<file path="config.mk">
export PLATFORM = sky130hd
export DESIGN_NAME = uart_rx_fifo
export DESIGN_NICKNAME = d
export VERILOG_FILES = /design/src/rtl/uart_pkg.sv /design/src/rtl/uart_fifo_mem.sv /design/src/rtl/uart_rx_fifo.sv
export SDC_FILE = /design/constraint.sdc
export NUM_CORES = 1
export LEC_CHECK = 0
export BUFFER_PORTS_ARGS = -buffer_cell sky130_fd_sc_hd__clkbuf_2
export CORE_MARGIN = 2
export CORE_UTILIZATION = 63
export CTS_BUF_LIST = sky130_fd_sc_hd__clkbuf_4
export DETAILED_ROUTE_END_ITERATION = 12
export GPL_TIMING_DRIVEN = 0
export PLACE_DENSITY = 0.78
export SLEW_MARGIN = 25
export SYNTH_ARGS = -nofsm -noshare
export SYNTH_HDL_FRONTEND = slang
export SYNTH_HIERARCHICAL = 1
export SYNTH_SLANG_ARGS = --single-unit
</file>
<file path="constraint.sdc">
create_clock -name sys_clk -period 3.7 [get_ports sys_clk]
set_clock_uncertainty 0.1 [all_clocks]
set_input_delay 0.185 -clock sys_clk [delete_from_list [all_inputs] [get_ports sys_clk]]
set_output_delay 0.185 -clock sys_clk [all_outputs]
set_load 0.01 [all_outputs]
</file>
<file path="src/rtl/uart_pkg.sv">
// ---------------------------------------------------------------------------
// uart_pkg
// Types and constants shared by the UART receive and transmit FIFOs.
//
// Contents:
//   UART_DATA_W                  character width in bits
//   UART_FIFO_DEPTH_DEFAULT      default FIFO depth (entries)
//   UART_FIFO_THRESHOLD_DEFAULT  default fill level for the interrupt
//   rx_entry_t                   one stored receive character
//   RX_ENTRY_W                   width of rx_entry_t in bits
//
// Optional feature macro: UART_RX_FIFO_PARITY_EN
//   When this macro is defined, each entry also carries the parity status.
// ---------------------------------------------------------------------------
package uart_pkg;

    localparam int UART_DATA_W                 = 8;
    localparam int UART_FIFO_DEPTH_DEFAULT     = 16;
    localparam int UART_FIFO_THRESHOLD_DEFAULT = 8;

    // The parity status is stored as an error flag rather than an ok flag.
    // A cleared read register then reads as "no error", which is the value
    // the CPU should see out of reset.
    typedef struct packed {
`ifdef UART_RX_FIFO_PARITY_EN
        logic                   perr;
`endif
        logic [UART_DATA_W-1:0] data;
    } rx_entry_t;

    localparam int RX_ENTRY_W = $bits(rx_entry_t);

endpackage

</file>
<file path="src/rtl/uart_fifo_mem.sv">
// ---------------------------------------------------------------------------
// uart_fifo_mem
// Simple dual-port storage for the UART FIFOs. Writes are synchronous. The
// read data is registered and holds its value when no read is requested.
//
// Parameters:
//   WIDTH    entry width in bits
//   DEPTH    number of entries (power of two)
// Ports:
//   sys_clk  system clock (rising edge)
//   reset    synchronous active-high; clears only the read register
//   wr_en    write enable
//   wr_addr  write address
//   wr_data  write data
//   rd_en    read enable; loads rd_data from rd_addr
//   rd_addr  read address
//   rd_data  registered read data
// ---------------------------------------------------------------------------
module uart_fifo_mem #(
    parameter int WIDTH = 8,
    parameter int DEPTH = 16
) (
    input  logic                     sys_clk,
    input  logic                     reset,
    input  logic                     wr_en,
    input  logic [$clog2(DEPTH)-1:0] wr_addr,
    input  logic [WIDTH-1:0]         wr_data,
    input  logic                     rd_en,
    input  logic [$clog2(DEPTH)-1:0] rd_addr,
    output logic [WIDTH-1:0]         rd_data
);

    logic [WIDTH-1:0] mem [DEPTH];

    // The storage array has no reset. The FIFO control logic never reads an
    // entry before that entry has been written.
    always_ff @(posedge sys_clk) begin
        if (wr_en) begin
            mem[wr_addr] <= wr_data;
        end
    end

    // The read register samples the old contents of the array. A full FIFO
    // that pushes and pops in the same cycle therefore returns the oldest
    // entry, even though the write targets the same slot.
    always_ff @(posedge sys_clk) begin
        if (reset) begin
            rd_data <= '0;
        end else if (rd_en) begin
            rd_data <= mem[rd_addr];
        end
    end

endmodule

</file>
<file path="src/rtl/uart_rx_fifo.sv">
// ---------------------------------------------------------------------------
// uart_rx_fifo
// Receive buffer between the UART receiver and the CPU register interface.
// The block captures one character on each rising edge of rx_ready and
// acknowledges it. Characters are stored in a circular FIFO and handed to
// the CPU one per rd_req.
//
// Parameters:
//   DEPTH         entries (power of two, 4..256)
//   THRESHOLD     irq asserts when count >= THRESHOLD (1..DEPTH)
// Ports:
//   sys_clk       system clock (rising edge)
//   reset         synchronous active-high reset
//   rx_ready      receiver data-ready level (synchronous)
//   rx_data       received character
//   rx_parity_ok  receiver parity result (1 = ok)
//   rx_ack        one-cycle pulse back to the receiver's data_read
//   rd_req        CPU read strobe
//   rd_data       last popped character
//   rd_perr       parity error flag of the last popped character
//   rd_valid      one-cycle pulse: rd_data/rd_perr were updated
//   count         current occupancy
//   empty, full   occupancy flags
//   overrun       sticky: a character was dropped
//   clr_overrun   clears overrun (a simultaneous drop wins)
//   irq           registered threshold interrupt
//
// Optional feature macro: UART_RX_FIFO_PARITY_EN
//   Defined:   the parity status is stored and returned on rd_perr.
//   Undefined: rx_parity_ok is ignored and rd_perr is held at 0.
// ---------------------------------------------------------------------------
module uart_rx_fifo
    import uart_pkg::*;
#(
    parameter int DEPTH     = UART_FIFO_DEPTH_DEFAULT,
    parameter int THRESHOLD = UART_FIFO_THRESHOLD_DEFAULT
) (
    input  logic                   sys_clk,
    input  logic                   reset,
    input  logic                   rx_ready,
    input  logic [UART_DATA_W-1:0] rx_data,
    input  logic                   rx_parity_ok,
    output logic                   rx_ack,
    input  logic                   rd_req,
    output logic [UART_DATA_W-1:0] rd_data,
    output logic                   rd_perr,
    output logic                   rd_valid,
    output logic [$clog2(DEPTH):0] count,
    output logic                   empty,
    output logic                   full,
    output logic                   overrun,
    input  logic                   clr_overrun,
    output logic                   irq
);

    localparam int AW = $clog2(DEPTH);
    localparam int CW = AW + 1;

    logic          rx_ready_q;
    logic [AW-1:0] wr_ptr;
    logic [AW-1:0] rd_ptr;
    logic          push_det;
    logic          pop;
    logic          push_ok;
    logic          drop;
    logic [CW-1:0] count_next;
    rx_entry_t     wr_entry;
    rx_entry_t     rd_entry;

    // A full FIFO can still accept a push when a pop in the same cycle frees
    // a slot. An empty FIFO ignores the pop, and the push still proceeds.
    assign push_det = rx_ready & ~rx_ready_q;
    assign pop      = rd_req & ~empty;
    assign push_ok  = push_det & (~full | pop);
    assign drop     = push_det & full & ~pop;
    assign empty    = (count == '0);
    assign full     = (count == CW'(DEPTH));

    // The occupancy counter moves only when exactly one of push or pop
    // takes effect.
    always_comb begin
        count_next = count;
        case ({push_ok, pop})
            2'b10:   count_next = count + CW'(1);
            2'b01:   count_next = count - CW'(1);
            default: count_next = count;
        endcase
    end

    // Control state: edge detector, pointers, counter and response pulses.
    // The irq register samples the count register, so it lags count by
    // one cycle.
    always_ff @(posedge sys_clk) begin
        if (reset) begin
            rx_ready_q <= 1'b0;
            wr_ptr     <= '0;
            rd_ptr     <= '0;
            count      <= '0;
            rx_ack     <= 1'b0;
            rd_valid   <= 1'b0;
            irq        <= 1'b0;
        end else begin
            rx_ready_q <= rx_ready;
            rx_ack     <= push_det;
            rd_valid   <= pop;
            count      <= count_next;
            irq        <= (count >= CW'(THRESHOLD));
            if (push_ok) begin
                wr_ptr <= wr_ptr + AW'(1);
            end
            if (pop) begin
                rd_ptr <= rd_ptr + AW'(1);
            end
        end
    end

    // Sticky overrun flag. If a drop and a clear occur in the same cycle,
    // the drop takes priority so that the lost character is still reported.
    always_ff @(posedge sys_clk) begin
        if (reset) begin
            overrun <= 1'b0;
        end else if (drop) begin
            overrun <= 1'b1;
        end else if (clr_overrun) begin
            overrun <= 1'b0;
        end
    end

    // Build the entry to store. Without the parity feature, the entry holds
    // only the character.
    always_comb begin
        wr_entry      = '0;
        wr_entry.data = rx_data;
`ifdef UART_RX_FIFO_PARITY_EN
        wr_entry.perr = ~rx_parity_ok;
`endif
    end

    assign rd_data = rd_entry.data;

`ifdef UART_RX_FIFO_PARITY_EN
    assign rd_perr = rd_entry.perr;
`else
    logic parity_unused;
    assign parity_unused = rx_parity_ok;
    assign rd_perr       = 1'b0;
`endif

    uart_fifo_mem #(
        .WIDTH (RX_ENTRY_W),
        .DEPTH (DEPTH)
    ) u_mem (
        .sys_clk (sys_clk),
        .reset   (reset),
        .wr_en   (push_ok),
        .wr_addr (wr_ptr),
        .wr_data (wr_entry),
        .rd_en   (pop),
        .rd_addr (rd_ptr),
        .rd_data (rd_entry)
    );

endmodule
</file>
Word level (Yosys, flattened, before mapping)
Memories as Yosys holds them, arrays and structs flattened. A register that Yosys moved wholly into a read port is not among the register bits.
Cells that the tools add are included.

word-level totals
  bits in registers = 18
  latch bits = 0
  bits in writable memories = 128
  ROM bits = 0
  input bits = 14
  word-level logic and storage cells = 35
  memories = 1

memory list
  memory     words  bits a word  rd ports  clocked after Yosys merged registers in  write ports  RTL line             RTL
  u_mem.mem  16     8            1         1                                        1            uart_fifo_mem.sv:33  logic [WIDTH-1:0] mem [DEPTH];

cells by class
  $add $sub $neg = 4
  multiply operators = 0
  divide/modulo/power cells = 0
  magnitude comparators = 1
  equality and inequality tests = 3
  shift-type cells = 0
  mux-type cells = 5
  bitwise operators = 10
  reduce and logical (&&, ||, !) cells = 3

operator list
  cell                 number
  $pmux 5 s2           1
  $add 4x1->4 const B  2
  $add 5x1->5 const B  1
  $and 1x1->1          5
  $eq 5x5->1 const B   1
  $ge 5x4->1 const B   1
  $logic_not 5->1      1
  $sub 5x1->5 const B  1
  $mux 1               4
  $not 1->1            4
  $reduce_bool 2->1    2
  $eq 2x1->1 const B   1
  $eq 2x2->1 const B   1
  $or 1x1->1           1

Depth between registers and ports, before layout
Gate-level depths: netlist of run 1.

  depth in word-level cells = 7
  gate-level depth with buffers = 10

Hierarchy
The synthesis of run 1 kept the hierarchy.

modules (own cells, without submodules)
  module         instances  cells an instance  area each (um^2)  seq. area each (um^2)
  uart_fifo_mem  1          316                5,343.9           4,003.8
  uart_rx_fifo   1          102                913.4             360.3

Least setup slack after synthesis of run 1
OpenSTA, ideal clock, no wires.

  path kind = reg-to-reg
  start = reg count[0]
  end = reg count[4]
  setup time = 121 ps
  arrival = 2,625 ps
  data required time = 3,479 ps
  setup slack = 854 ps
  stages on the path, launching flop included = 10
  period minus slack after synthesis = 2,846 ps
  cell sequence = dfxtp_1 > or4_4 > o21ai_4 > inv_1 > ha_1 > ha_1 > or2_2 > o22ai_1 > mux2i_1 > mux2_2

between the ends
  longest elaborated chain between the ends = 7

RTL lines
  element                                                 RTL line             RTL
  from (decl)                                             uart_rx_fifo.sv:48   output logic [$clog2(DEPTH):0] count,
  from (signal assigned)                                  uart_rx_fifo.sv:106  count <= count_next;
  $logic_not 5->1 *                                       uart_rx_fifo.sv:76   assign empty = (count == '0);
  $not 1->1 *                                             uart_rx_fifo.sv:73   assign pop = rd_req & ~empty;
  $and 1x1->1 *                                           uart_rx_fifo.sv:73
  net pop                                                 uart_rx_fifo.sv:63   logic pop;
  $or 1x1->1                                              uart_rx_fifo.sv:74   assign push_ok = push_det & (~full | pop);
  $and 1x1->1                                             uart_rx_fifo.sv:74
  $eq 2x1->1 / $eq 2x2->1 (equally long branches)         uart_rx_fifo.sv:83   case ({push_ok, pop})
  $pmux 5 s2 / $reduce_bool 2->1 (equally long branches)  --

The timed path passes the listed nets; every way through them passes the cells marked *.
A chain may end at the register's enable or synchronous reset.

Worst setup path after layout of run 1
  start = reg count[0]
  end = reg count[4]

between the ends
  longest elaborated chain between the ends = 7

RTL lines
  element                                                 RTL line            RTL
  $logic_not 5->1                                         uart_rx_fifo.sv:76
  $not 1->1                                               uart_rx_fifo.sv:73
  $and 1x1->1                                             uart_rx_fifo.sv:73
  $or 1x1->1 *                                            uart_rx_fifo.sv:74
  $and 1x1->1 *                                           uart_rx_fifo.sv:74
  net push_ok                                             uart_rx_fifo.sv:64  logic push_ok;
  $eq 2x1->1 / $eq 2x2->1 (equally long branches)         uart_rx_fifo.sv:83
  $pmux 5 s2 / $reduce_bool 2->1 (equally long branches)  --

Marked as above.

==> results.sh, run 1 <==
export IMPL_outcome="finished, final reports clean"
export IMPL_area_growth_pct=10.9
export IMPL_ys_ff_latch=154
export IMPL_ys_types=44
export IMPL_grt_busiest_layer="met2"
export IMPL_synth_top_cells_by_area="edfxtp_1, mux2i_1, dfxtp_1"
export IMPL_hold_viol=0
export IMPL_leakagePower_nw=2.36
export IMPL_synth_area_per_cell_sq_um=15.0
export IMPL_globalRouteMet2Util_pct=39.2
export IMPL_async_flop_share_pct=0
export IMPL_drtIter0Drc=378
export IMPL_mappedNetlistArea_sq_um=6260
export IMPL_num_antenna_cells=0
export IMPL_post_cts_resized_instances=0
export IMPL_seq_area_sq_um=4360
export IMPL_grt_use_met1_pct=30.9
export IMPL_first_pass_iters=7
export IMPL_ys_seq_area_share_pct=69.7
export IMPL_synth_edf_count=128
export IMPL_criticalPathCategory="reg -> reg"
export IMPL_routed_wl_mm=12.3
export IMPL_required_ns=4.02
export IMPL_crit_path_max_fanout=11
export IMPL_critPathCaptureType="flip-flop"
export IMPL_timing_fmax_mhz=328
export IMPL_cellPowerDensity_nw_per_um2=541
export IMPL_synth_warnings=6
export IMPL_relSlewSlack_pct=39.0
export IMPL_fp_dieH_um=104
export IMPL_min_delay_path_depth=1
export IMPL_synth_top_cell_area_share_pct=61.4
export IMPL_cts_max_level=4
export IMPL_hp_class="in -> reg"
export IMPL_path_clk_slew_ns=0.12
export IMPL_yosysTopAreaCell="edfxtp_1"
export IMPL_ios=34
export IMPL_period_minus_slack_ns=3.05
export IMPL_cp_slowest_cell="nor4_1"
export IMPL_vias=3659
export IMPL_start_util_pct=64.3
export IMPL_fin_util_pct=71.3
export IMPL_nFillCells=661
export IMPL_place_congestion=0.957
export IMPL_wl_per_cell_um=19.8
export IMPL_synthCells=418
export IMPL_cpPeakStageDelay_ns=0.47
export IMPL_port_buffers=31
export IMPL_drc=0
export IMPL_rsz0062_at_grt="false"
export IMPL_clock_latency_ns=0.51
export IMPL_ir_drop_mv=0.540
export IMPL_hpwlAfterDp_mm=8.09
export IMPL_grt_usage_pct=23.9
export IMPL_tightest_slew_ns=0.911
export IMPL_path_common_cell="inv_1"
export IMPL_antenna_found_initial=0
export IMPL_viasPerCell=5.91
export IMPL_multi_input_area_sq_um=1720
export IMPL_cts_sinks=154
export IMPL_grt_start_max_net_pins=17
export IMPL_p_total_mw=3.76
export IMPL_grt_pass1_wl_mm=18.8
export IMPL_setup_tns_ns=0
export IMPL_drv_cap=0
export IMPL_period_share_pct=82.3
export IMPL_setup_viol=0
export IMPL_final_max_slew_violation_count=0
export IMPL_cts_buffers=17
export IMPL_gr_total_overflow=0
export IMPL_cp_arrival_ns=3.36
export IMPL_final_net_count=494
export IMPL_ant_nets=0
export IMPL_cts_root_buf="clkbuf_4"
export IMPL_crit_chain="nor4_1 > a31oi_2 > inv_1 > ha_1 > inv_1 > fa_1 > nor2b_1 > o22ai_1 > mux2i_1 > mux2_2"
export IMPL_die_w_um=104
export IMPL_core_area_sq_um=9730
export IMPL_grt_pass1_vias=3510
export IMPL_num_rows=36
export IMPL_drive_above_1_share_pct=18.7
export IMPL_start_kind="flip-flop"
export IMPL_synth_nets=439
export IMPL_grt_use_met3_pct=5.66
export IMPL_dieArea_sq_um=10700
export IMPL_clockBufferDepth=2
export IMPL_synth_flop_cell="edfxtp_1"
export IMPL_cts_post_setup_buffers_inserted=0
export IMPL_rr_worst_depth=10
export IMPL_cts_tree="built"
Yosys cell counts, types with 2 or more instances:
cell type	count
a21oi_1	14
a22oi_1	24
and2_1	2
and3_1	2
buf_12	2
buf_2	7
buf_6	2
buf_8	3
clkbuf_1	2
dfxtp_1	26
edfxtp_1	128
ha_1	6
inv_1	8
mux2i_1	67
nand2_1	18
nand2b_1	4
nand3_1	26
nand3b_1	3
nor2_1	35
nor2b_1	6
nor3_1	5
nor4_1	2
o211ai_1	2
xor2_1	4
power by group:
group          internal, mW  switching (mW)
Combinational         0.260           0.421
Clock                 0.480           0.546
Sequential             1.97          0.0775
critical path, delay by kind of cell (launching register included):
kind	cells	cell delay [ns]
buffers and inverters	2	0.21
AND/OR/NAND/NOR	2	0.64
multiplexers	2	0.54
adder cells (fa/ha/maj)	2	0.63
flip-flops	1	0.39
AO/OA/AOI/OAI	2	0.44
flip-flops by register name, summed over array words and instances, names as in the netlist, 4 cells and up:
register	count
count	5
rd_ptr	4
u_mem/mem	128
u_mem/rd_data	8
wr_ptr	4
layout by cell type, fill, tap and decap left out, drive strengths merged, types with 2 or more instances in the layout:
cell type    synthesis  routed
nand2b               4       4
edfxtp             128     128
clkbuf               3      53
a22oi               24      24
nor3                 5       5
mux2i               67      67
ha                   6       6
inv                  8      13
a21o                 2       2
clkinv               0       5
xor2                 4       4
nor2b                6       6
o211ai               2       2
a21oi               14      14
buf                 16      16
nand3b               3       3
nor4                 2       2
dfxtp               26      26
nand3               26      26
and2                 2       2
nor2                35      35
bufinv               0       3
nand2               18      18
dlygate4sd3          0       5
and3                 2       2
kinds of logic after synthesis:
logic type | Yosys count | share of synthesized area (%)
other cells | 1 | 0.0599
buf+inv | 27 | 3.14
mux | 68 | 10.9
simple gates | 110 | 8.74
fa+ha+maj | 7 | 1.52
compound gates | 46 | 5.20
flops | 154 | 69.7
xor+xnor | 5 | 0.700
what timing repair did:
action                                 4_1_cts  5_1_grt
endpoints found under the hold margin       11        0
setup endpoints to repair                    0        0
hold buffers                                 5        0
final timing paths:
kind	startpoint	end	slack (ns)
setup / recovery	count[0]	count[4]	0.65
hold / removal	rx_data[6]	u_mem/mem[10][6]	0.03
setup reg to reg	count[0]	count[4]	0.65
hold reg to reg	u_mem/rd_data[4]	u_mem/rd_data[4]	0.37
layer usage:
metal	up-vias	wire (um)
met4	0	277
li1	1691	-
met1	1778	5000
met5	-	0
met2	162	6140
met3	28	841
stage by stage:
stage	worst slack, ns	cells	cell area, sq um	hold slack [ns]
after CTS	0.648	619	6940	0.0162
final	0.655	619	6940	0.0347
after global routing	0.404	619	6940	0.0107
after floorplan	0.854	418	6260	0.184
after detailed placement	0.651	582	6600	0.340
after global placement	0.690	582	6580	0.316
final cells by class:
class	instances	area share [%]
Sequential cell	154	62.9
Multi-Input combinational cell	237	24.7
Timing Repair Buffer	36	2.96
Buffer	19	2.40
Tap cell	133	2.40
Clock inverter	13	2.13
Clock buffer	19	2.06
Inverter	8	0.433
Power figures use the tool's default switching activity.
==> run 2, diff against run 1 <==
Settings changed: CORE_UTILIZATION 63 to 57, PLACE_DENSITY 0.78 to 0.74.
Clock period 3.7 ns to 2.8 ns, I/O delays scaled along.
==> run 2 against run 1 <==
Compared with the run above: register-to-register slack worse by 0.58 ns; power up 46%; global-route usage down 0.066 points; die area up 10%; non-clock buffer count up 14; wire length up 8.0%; first-iteration DRC count down 9.0%; sequential cell count unchanged; setup slack worse by 0.58 ns; final area up 4.1%; core utilization down 4.4 points.
==> results.sh, run 2 (same netlist as run 1, synthesis figures left out) <==
export IMPL_top_regs="u_mem/mem x128, u_mem/rd_data x8, count x5"
export IMPL_hold_viol=0
export IMPL_seqPwrFrac_pct=49.8
export IMPL_ios=34
export IMPL_gr_total_overflow=0
export IMPL_p_switching_mw=1.48
export IMPL_worst_slack_ns=0.0720
export IMPL_grt_usage_pct=23.9
export IMPL_timing_fmax_mhz=367
export IMPL_tightest_slew_ns=0.893
export IMPL_largest_register="u_mem/mem"
export IMPL_p_sw_share_pct=27.0
export IMPL_viasPerCell=5.82
export IMPL_maxUsedRoutingLayer="met4"
export IMPL_clockBufferDepth=2
export IMPL_pre_cts_ws_ns=-0.225
export IMPL_cp_arrival_ns=3.06
export IMPL_dieArea_sq_um=11800
export IMPL_area_growth_pct=15.5
export IMPL_grt_start_max_net_pins=17
export IMPL_crit_chain="or4_4 > o21ai_4 > inv_2 > ha_4 > ha_4 > nor2b_1 > o22ai_2 > mux2i_1 > mux2_2"
export IMPL_cellPowerDensity_nw_per_um2=759
export IMPL_die_w_um=109
export IMPL_cts_max_level=4
export IMPL_cp_slowest_cell="or4_4"
export IMPL_hpwlAfterDp_mm=8.59
export IMPL_start_util_pct=58.0
export IMPL_core_area_sq_um=10800
export IMPL_wl_met3_um=752
export IMPL_criticalPathCategory="reg -> reg"
export IMPL_grt_pass1_wl_mm=19.8
export IMPL_rr_worst_depth=9
export IMPL_cts_tree="built"
export IMPL_place_congestion=0.832
export IMPL_min_delay_path_depth=3
export IMPL_hp_class="in -> reg"
export IMPL_path_clk_slew_ns=0.12
export IMPL_wl_per_cell_um=20.7
export IMPL_power_frac_comb_pct=19.8
export IMPL_ir_drop_mv=0.598
export IMPL_cts_sinks=154
export IMPL_clock_latency_ns=0.53
export IMPL_outcome="finished, final reports clean"
export IMPL_antenna_found_initial=0
export IMPL_wl_met1_mm=5.38
export IMPL_num_antenna_cells=0
export IMPL_drv_cap=0
export IMPL_layout_commonest_cell="edfxtp_1"
export IMPL_setup_viol=0
export IMPL_period_share_pct=97.4
export IMPL_critPathCaptureType="flip-flop"
export IMPL_ant_nets=0
export IMPL_clkPwrFrac_pct=30.4
export IMPL_num_rows=38
export IMPL_crit_family="simple AND/OR/NAND/NOR gates"
export IMPL_first_pass_iters=5
export IMPL_drtIter0Drc=344
export IMPL_fp_dieH_um=109
export IMPL_grt_pass1_vias=3604
export IMPL_cts_root_buf="clkbuf_4"
export IMPL_start_kind="flip-flop"
export IMPL_p_int_mw=4.01
export IMPL_leakagePower_nw=2.46
export IMPL_drc=0
export IMPL_largest_reg_flops=128
export IMPL_port_buffers=31
export IMPL_cts_buffers=17
export IMPL_path_depth=9
export IMPL_crit_path_max_fanout=5
export IMPL_mostFrequentLayoutCells="edfxtp_1, mux2i_1, nor2_1"
export IMPL_wl_met2_mm=6.83
export IMPL_setup_tns_ns=0
export IMPL_timing_critical_path_buf_inv=1
export IMPL_drive_above_1_share_pct=21.6
export IMPL_path_common_cell="ha_4"
export IMPL_vias=3723
export IMPL_relSlewSlack_pct=40.3
export IMPL_final_max_slew_violation_count=0
export IMPL_period_minus_slack_ns=2.73
export IMPL_cpPeakStageDelay_ns=0.56
export IMPL_routed_wl_mm=13.2
export IMPL_final_net_count=508
export IMPL_required_ns=3.13
## run 2: cell type report
cell class | count | area, sq um
tap | 140 | 175
clock inverter | 12 | 219
inverter | 8 | 30.0
buffer | 19 | 166
sequential | 154 | 4370
timing repair buffer | 50 | 330
clock buffer | 20 | 150
fill | 767 | 3570
multi-input combinational | 237 | 1780
## run 2: repair_timing
action / 4_1_cts / 5_1_grt
pin swaps: 3 / 3
endpoints found under the setup margin: 10 / 11
gates resized for setup: 5 / 9
hold buffers: 13 / 0
setup buffers: 4 / 2
endpoints found under the hold margin: 139 / 0
## run 2: final timing paths
check | slack [ns] | end | start
setup / recovery | 0.07 | count[4] | count[2]
hold / removal | 0.27 | rx_ready_q | rx_ready
setup reg to reg | 0.07 | count[4] | count[2]
hold reg to reg | 0.37 | u_mem/rd_data[4] | u_mem/rd_data[4]
## run 2: power by group through the flow
stage / Sequential, mW / Combinational (mW) / Clock [mW]
finish: 2.73 / 1.08 / 1.67
global route: 2.75 / 1.19 / 1.79
CTS: 2.71 / 1.01 / 1.69
detailed placement: 2.76 / 0.915 / 0
global placement: 2.75 / 0.882 / 0
floorplan: 2.78 / 0.553 / 0
## run 2: worst reg2reg max path, delay by kind of cell, from the launching register on
family	cells	cell delay, ns
and+or+nand+nor	2	0.75
muxes	2	0.58
adders and majority gates	2	0.46
DFF	1	0.39
AOI/OAI and AO/OA	2	0.28
buffers and inverters	1	0.08
## run 2: layer usage
layer	GRT usage (%)	vias up
li1	-	1718
met1	30.3	1861
met2	39.7	129
met3	6.10	15
met4	9.07	0
met5	0	-
## run 2: stage by stage
stage	util (%)	hold slack [ns]	std cells	instance area (sq um)	power, mW
2_1_floorplan	-	0.139	418	6270	3.33
3_3_place_gp	61.1	0.275	589	6600	3.63
3_5_place_dp	61.3	0.278	589	6620	3.68
4_1_cts	66.4	0.232	638	7170	5.41
5_1_grt	66.9	0.246	640	7220	5.73
6_report	66.9	0.274	640	7220	5.48
